<file path="src/rtl/spi_shift_ctrl.sv">
// spi_shift_ctrl: transfer controller placed in front of spi_clk_gen.
// Takes a parallel word over valid/ready, requests SCK via go/last_clk, and
// shifts MOSI out / samples MISO in on the generator's pos_edge/neg_edge
// strobes for any CPOL/CPHA mode, MSB- or LSB-first, 1..C_DATA_WIDTH bits.
//
// Ports:
//   sysclk, rst_n            clock, synchronous active-low reset
//   enable                   block enable; low aborts any transfer
//   CPOL, CPHA, lsb_first    mode configuration, latched at accept
//   char_len                 bits per transfer minus 1, latched at accept
//   tx_data/tx_valid/tx_ready  transmit word handshake
//   pos_edge, neg_edge       one-cycle SCK edge strobes from the clock generator
//   go, last_clk             run request / final bit indication to the generator
//   mosi, miso               serial data out / in
//   rx_data, rx_valid        received word with one-cycle valid pulse
//   busy                     transfer in progress
module spi_shift_ctrl #(
  parameter int C_DATA_WIDTH = 32,
  parameter int C_LEN_WIDTH  = 5
) (
  input  logic                    sysclk,
  input  logic                    rst_n,
  input  logic                    enable,
  input  logic                    CPOL,
  input  logic                    CPHA,
  input  logic                    lsb_first,
  input  logic [C_LEN_WIDTH-1:0]  char_len,
  input  logic [C_DATA_WIDTH-1:0] tx_data,
  input  logic                    tx_valid,
  output logic                    tx_ready,
  input  logic                    pos_edge,
  input  logic                    neg_edge,
  output logic                    go,
  output logic                    last_clk,
  output logic                    mosi,
  input  logic                    miso,
  output logic [C_DATA_WIDTH-1:0] rx_data,
  output logic                    rx_valid,
  output logic                    busy
);

  typedef enum logic [1:0] {IDLE, XFER, DONE} state_t;

  state_t                  state;
  logic [C_DATA_WIDTH-1:0] tx_r;
  logic [C_DATA_WIDTH-1:0] rx_sr;
  logic [C_DATA_WIDTH-1:0] rx_next;
  logic                    cpol_r;
  logic                    cpha_r;
  logic                    lsb_r;
  logic [C_LEN_WIDTH-1:0]  len_r;
  logic [C_LEN_WIDTH-1:0]  cnt;
  logic [C_LEN_WIDTH-1:0]  cnt_inc;
  logic [C_LEN_WIDTH-1:0]  idx_cur;
  logic [C_LEN_WIDTH-1:0]  idx_nxt;
  logic [C_LEN_WIDTH-1:0]  first_idx;
  logic                    lead;
  logic                    trail;
  logic                    sample;
  logic                    at_last;

  always_comb begin
    lead      = cpol_r ? neg_edge : pos_edge;
    // A trail strobe coinciding with a lead strobe is dropped.
    trail     = (cpol_r ? pos_edge : neg_edge) && !lead;
    cnt_inc   = cnt + C_LEN_WIDTH'(1);
    // Bit position of the counter's current/next bit in the shift registers.
    idx_cur   = lsb_r ? cnt : len_r - cnt;
    idx_nxt   = lsb_r ? cnt_inc : len_r - cnt_inc;
    first_idx = lsb_first ? '0 : char_len;
    at_last   = (cnt == len_r);
    sample    = (state == XFER) && (cpha_r ? trail : lead);
    rx_next   = rx_sr;
    if (sample) begin
      rx_next[idx_cur] = miso;
    end
  end

  assign tx_ready = rst_n && enable && (state == IDLE);
  assign last_clk = enable && (state == XFER) && at_last;

  always_ff @(posedge sysclk) begin
    if (!rst_n) begin
      state    <= IDLE;
      tx_r     <= '0;
      rx_sr    <= '0;
      rx_data  <= '0;
      cpol_r   <= 1'b0;
      cpha_r   <= 1'b0;
      lsb_r    <= 1'b0;
      len_r    <= '0;
      cnt      <= '0;
      go       <= 1'b0;
      busy     <= 1'b0;
      mosi     <= 1'b0;
      rx_valid <= 1'b0;
    end else if (!enable) begin
      state    <= IDLE;
      go       <= 1'b0;
      busy     <= 1'b0;
      mosi     <= 1'b0;
      rx_valid <= 1'b0;
    end else begin
      rx_valid <= 1'b0;
      case (state)
        IDLE: begin
          if (tx_valid) begin
            state  <= XFER;
            tx_r   <= tx_data;
            cpol_r <= CPOL;
            cpha_r <= CPHA;
            lsb_r  <= lsb_first;
            len_r  <= char_len;
            cnt    <= '0;
            rx_sr  <= '0;
            go     <= 1'b1;
            busy   <= 1'b1;
            // CPHA=0 presents the first bit before the first edge.
            mosi   <= CPHA ? 1'b0 : tx_data[first_idx];
          end
        end
        XFER: begin
          rx_sr <= rx_next;
          if (lead) begin
            if (cpha_r) begin
              mosi <= tx_r[idx_cur];
            end
          end else if (trail) begin
            if (at_last) begin
              state    <= DONE;
              go       <= 1'b0;
              busy     <= 1'b0;
              mosi     <= 1'b0;
              // Include the bit sampled on this final trail (CPHA=1).
              rx_data  <= rx_next;
              rx_valid <= 1'b1;
            end else begin
              cnt <= cnt_inc;
              if (!cpha_r) begin
                mosi <= tx_r[idx_nxt];
              end
            end
          end
        end
        DONE: begin
          state <= IDLE;
        end
        default: begin
          state <= IDLE;
        end
      endcase
    end
  end

endmodule

</file>
<file path="config.mk">
export PLATFORM = sky130hd
export DESIGN_NAME = spi_shift_ctrl
export DESIGN_NICKNAME = d
export VERILOG_FILES = /design/src/rtl/spi_shift_ctrl.sv
export SDC_FILE = /design/constraint.sdc
export NUM_CORES = 1
export LEC_CHECK = 0
export BUFFER_PORTS_ARGS = -buffer_cell sky130_fd_sc_hd__buf_4
export CORE_ASPECT_RATIO = 1.1
export CORE_MARGIN = 4
export CORE_UTILIZATION = 54
export CTS_CLUSTER_DIAMETER = 150
export CTS_CLUSTER_SIZE = 12
export DETAILED_ROUTE_END_ITERATION = 12
export GPL_ROUTABILITY_DRIVEN = 0
export HOLD_SLACK_MARGIN = 0.15
export PLACE_DENSITY = 0.85
export SETUP_SLACK_MARGIN = 0.1
export SLEW_MARGIN = 0
export SYNTH_ARGS = -nofsm -noshare
export SYNTH_HDL_FRONTEND = slang
export SYNTH_SLANG_ARGS = --single-unit
</file>
<file path="constraint.sdc">
create_clock -name sysclk -period 3.3 [get_ports sysclk]
set_input_delay 0.825 -clock sysclk [delete_from_list [all_inputs] [get_ports sysclk]]
set_output_delay 0.825 -clock sysclk [all_outputs]
set_load 0.01 [all_outputs]
</file>
==> impl_metrics.toml <==
[status]
outcome = "completed"

[cts]
cts_resized = 4
cts_hold_buf = 0
clock_latency_ps = 420
htree_levels = 4
path_clk_slew_ps = 50
numCtsBuffers = 17
clock_sinks = 114
root_buffer = "clkbuf_16"
clockBufferDepth = 2
cts_setup_buffers = 0
cts_tree = "yes"

[detailed_routing]
wl_per_cell_um = 17.5
final_antenna_net_count = 0
viasPerCell = 6.09
num_vias = 6264
firstDrtPassIters = 6
drt_iter0_drc = 585
postRouteWirelength_mm = 18.0
drc = 0

[finish]
diodes = 0
area_growth_pct = 19.5
final_core_util_pct = 67.1
fillCellCount = 905
fin_nets = 926
drive_above_1_share_pct = 19.8

[critical_path]
cp.arrival_ps = 2270
critPathKind = "reg2out"
cp_max_fo = 9
crit_family = "simple AND/OR/NAND/NOR gates"
critPathMaxStageDelay_ps = 530
cp-start-kind = "flip-flop"
worst-path-buf-inv = 2
slowest_stage = "or4_4"
cp_cell_sequence = "inv_1 -> ha_2 -> nand2_1 -> or4_4 -> nor2_1 -> buf_4"
critPathRequiredTime_ps = 2470
cp-end-kind = "primary output"

[global_route]
grt_max_degree = 48
grt_pass1_vias = 5876
antenna_found_initial = 0
grt_overflow_total = 0
grt.total_usage_pct = 25.9
grt_pass1_wl_mm = 29.0

[synthesis]
ys.flop_type = "dfxtp_1"
synth_edf_count = 0
syn_area_mm2 = 0.00654
synth_xor_area_share_pct = 0.804
synth_compound_area_share_pct = 26.4
yosys.area_share.simple_pct = 18.0
syn_nets = 859
synth_mux_area_share_pct = 11.2
syn_area_per_cell_um2 = 8.16
synthAdderAreaFrac_pct = 2.33
yosysTopAreaCell = "dfxtp_1"
ys_warn_count = 0
ys_ff_latch = 114
synth_cells = 801
async_flop_share_pct = 0
ys_seq_area_share_pct = 34.9
synth_top_family_by_area = "compound AO/OA/AOI/OAI gates"
synth_top_area_share_pct = 34.9
ys_types = 71
netlist_top_cells_area = "dfxtp_1 35%, mux2i_1 9.3%, nand2_1 6.7%"

[power_and_ir_drop]
leakagePower_nw = 3.22
power_density_mw_per_mm2 = 465
max-vdd-ir-drop_uv = 402

[sta]
skew_ps = 8.43
fin_worst_hold_slack_ps = 453
tightest_slew_ps = 575
rsz0062_at_grt = "false"
final.period_utilization_pct = 93.8
max_freq_ghz = 0.323
setup_tns_ps = 0
relSlewSlack_pct = 61.4
hold_viol_final = 0
finalSetupViolCount = 0
drv_slew = 0
fin_crit_ps = 3100

[place]
place_hpwl_mm = 12.3
port_buffers = 84

[min_path]
hold_class = "reg2reg"

[die]
core_area_mm2 = 0.0116
initial_core_util_pct = 56.2
std_cell_rows = 41
ioPinCount = 85
die_w_um = 113
die_area_mm2 = 0.0139
die_h_um = 123

[run]
cap_violations = 0
## state kept, by name, indices dropped and copies added (netlist names)
register	count
rx_valid	1
rx_data	32
state	2
rx_sr	32
cnt	5
mosi	1
lsb_r	1
tx_r	32
cpha_r	1
len_r	5
cpol_r	1
busy	1
## layer usage
layer	up-vias	wire, um	GRT usage, %
met5	-	0	0
met4	0	480	12.0
met3	50	1210	4.65
met2	255	8950	43.9
met1	2954	7330	32.1
li1	3005	-	-
## path summary, 6_finish.rpt
check	slack, ps	cells past startpoint	from	endpoint
max	200	6	cnt[3]	last_clk
min	450	2	rx_sr[1]	rx_sr[1]
max reg2reg	260	10	cnt[0]	mosi
min reg2reg	450	2	rx_sr[1]	rx_sr[1]
## layout by cell type (no fill, tap or decap), types with 23 or more instances in the layout
cell / n
mux2i_1: 61
o21ai_0: 53
nand2_1: 116
nand3_1: 23
inv_1: 31
nor2_1: 25
a21oi_1: 76
buf_4: 111
dfxtp_1: 111
a21boi_0: 41
## stage by stage
step	setup slack [ps]	cells	power [mW]	instance area (um^2)
floorplan	447	801	1.81	6540
global placement	337	999	1.96	7270
detailed placement	284	999	1.97	7270
CTS	125	1028	3.64	7810
global route	117	1028	3.76	7820
finish	204	1028	3.64	7820
## final cells by class
| cell class | count | area (um^2) | area share (%) |
|---|---|---|---|
| Tap cell | 150 | 188 | 2.40 |
| Clock inverter | 6 | 57.6 | 0.736 |
| Sequential cell | 114 | 2290 | 29.3 |
| Timing Repair Buffer | 111 | 833 | 10.7 |
| Multi-Input combinational cell | 593 | 3860 | 49.3 |
| Inverter | 31 | 116 | 1.49 |
| Clock buffer | 23 | 478 | 6.12 |
## synthesized netlist by cell type, types with 12 or more instances
master	number
nand2_1	116
inv_1	31
mux2i_1	61
buf_2	12
dfxtp_1	114
a21oi_1	76
nor2_1	25
a21boi_0	41
nand3_1	23
o21ai_0	53
clkbuf_1	44
o22ai_1	16
o21ai_1	13
## worst reg2reg max path, stage by stage (launching register included)
cell      delay [ps]
dfxtp_2          370
ha_1             370
inv_1             90
fa_1             500
mux2i_4          440
buf_4            230
mux2_2           340
o211ai_1         210
nand4_1          150
nand4_1          120
o211ai_1          90
## logic make-up (layout without fill, tap and decap cells)
family,count (synthesis),after routing
flip-flops,114,114
AND/OR/NAND/NOR,239,239
multiplexers,69,69
XOR/XNOR,6,6
adder cells (fa/ha/maj),11,11
buffers and inverters,94,171
AO/OA/AOI/OAI,268,268
## power by group
part | internal, mW | leakage, nW | switching (mW)
clock network | 1.07 | 0.265 | 0.600
registers | 1.41 | 0.925 | 0.0314
logic | 0.219 | 2.03 | 0.303
No activity file was read; power rests on OpenSTA's default activity.
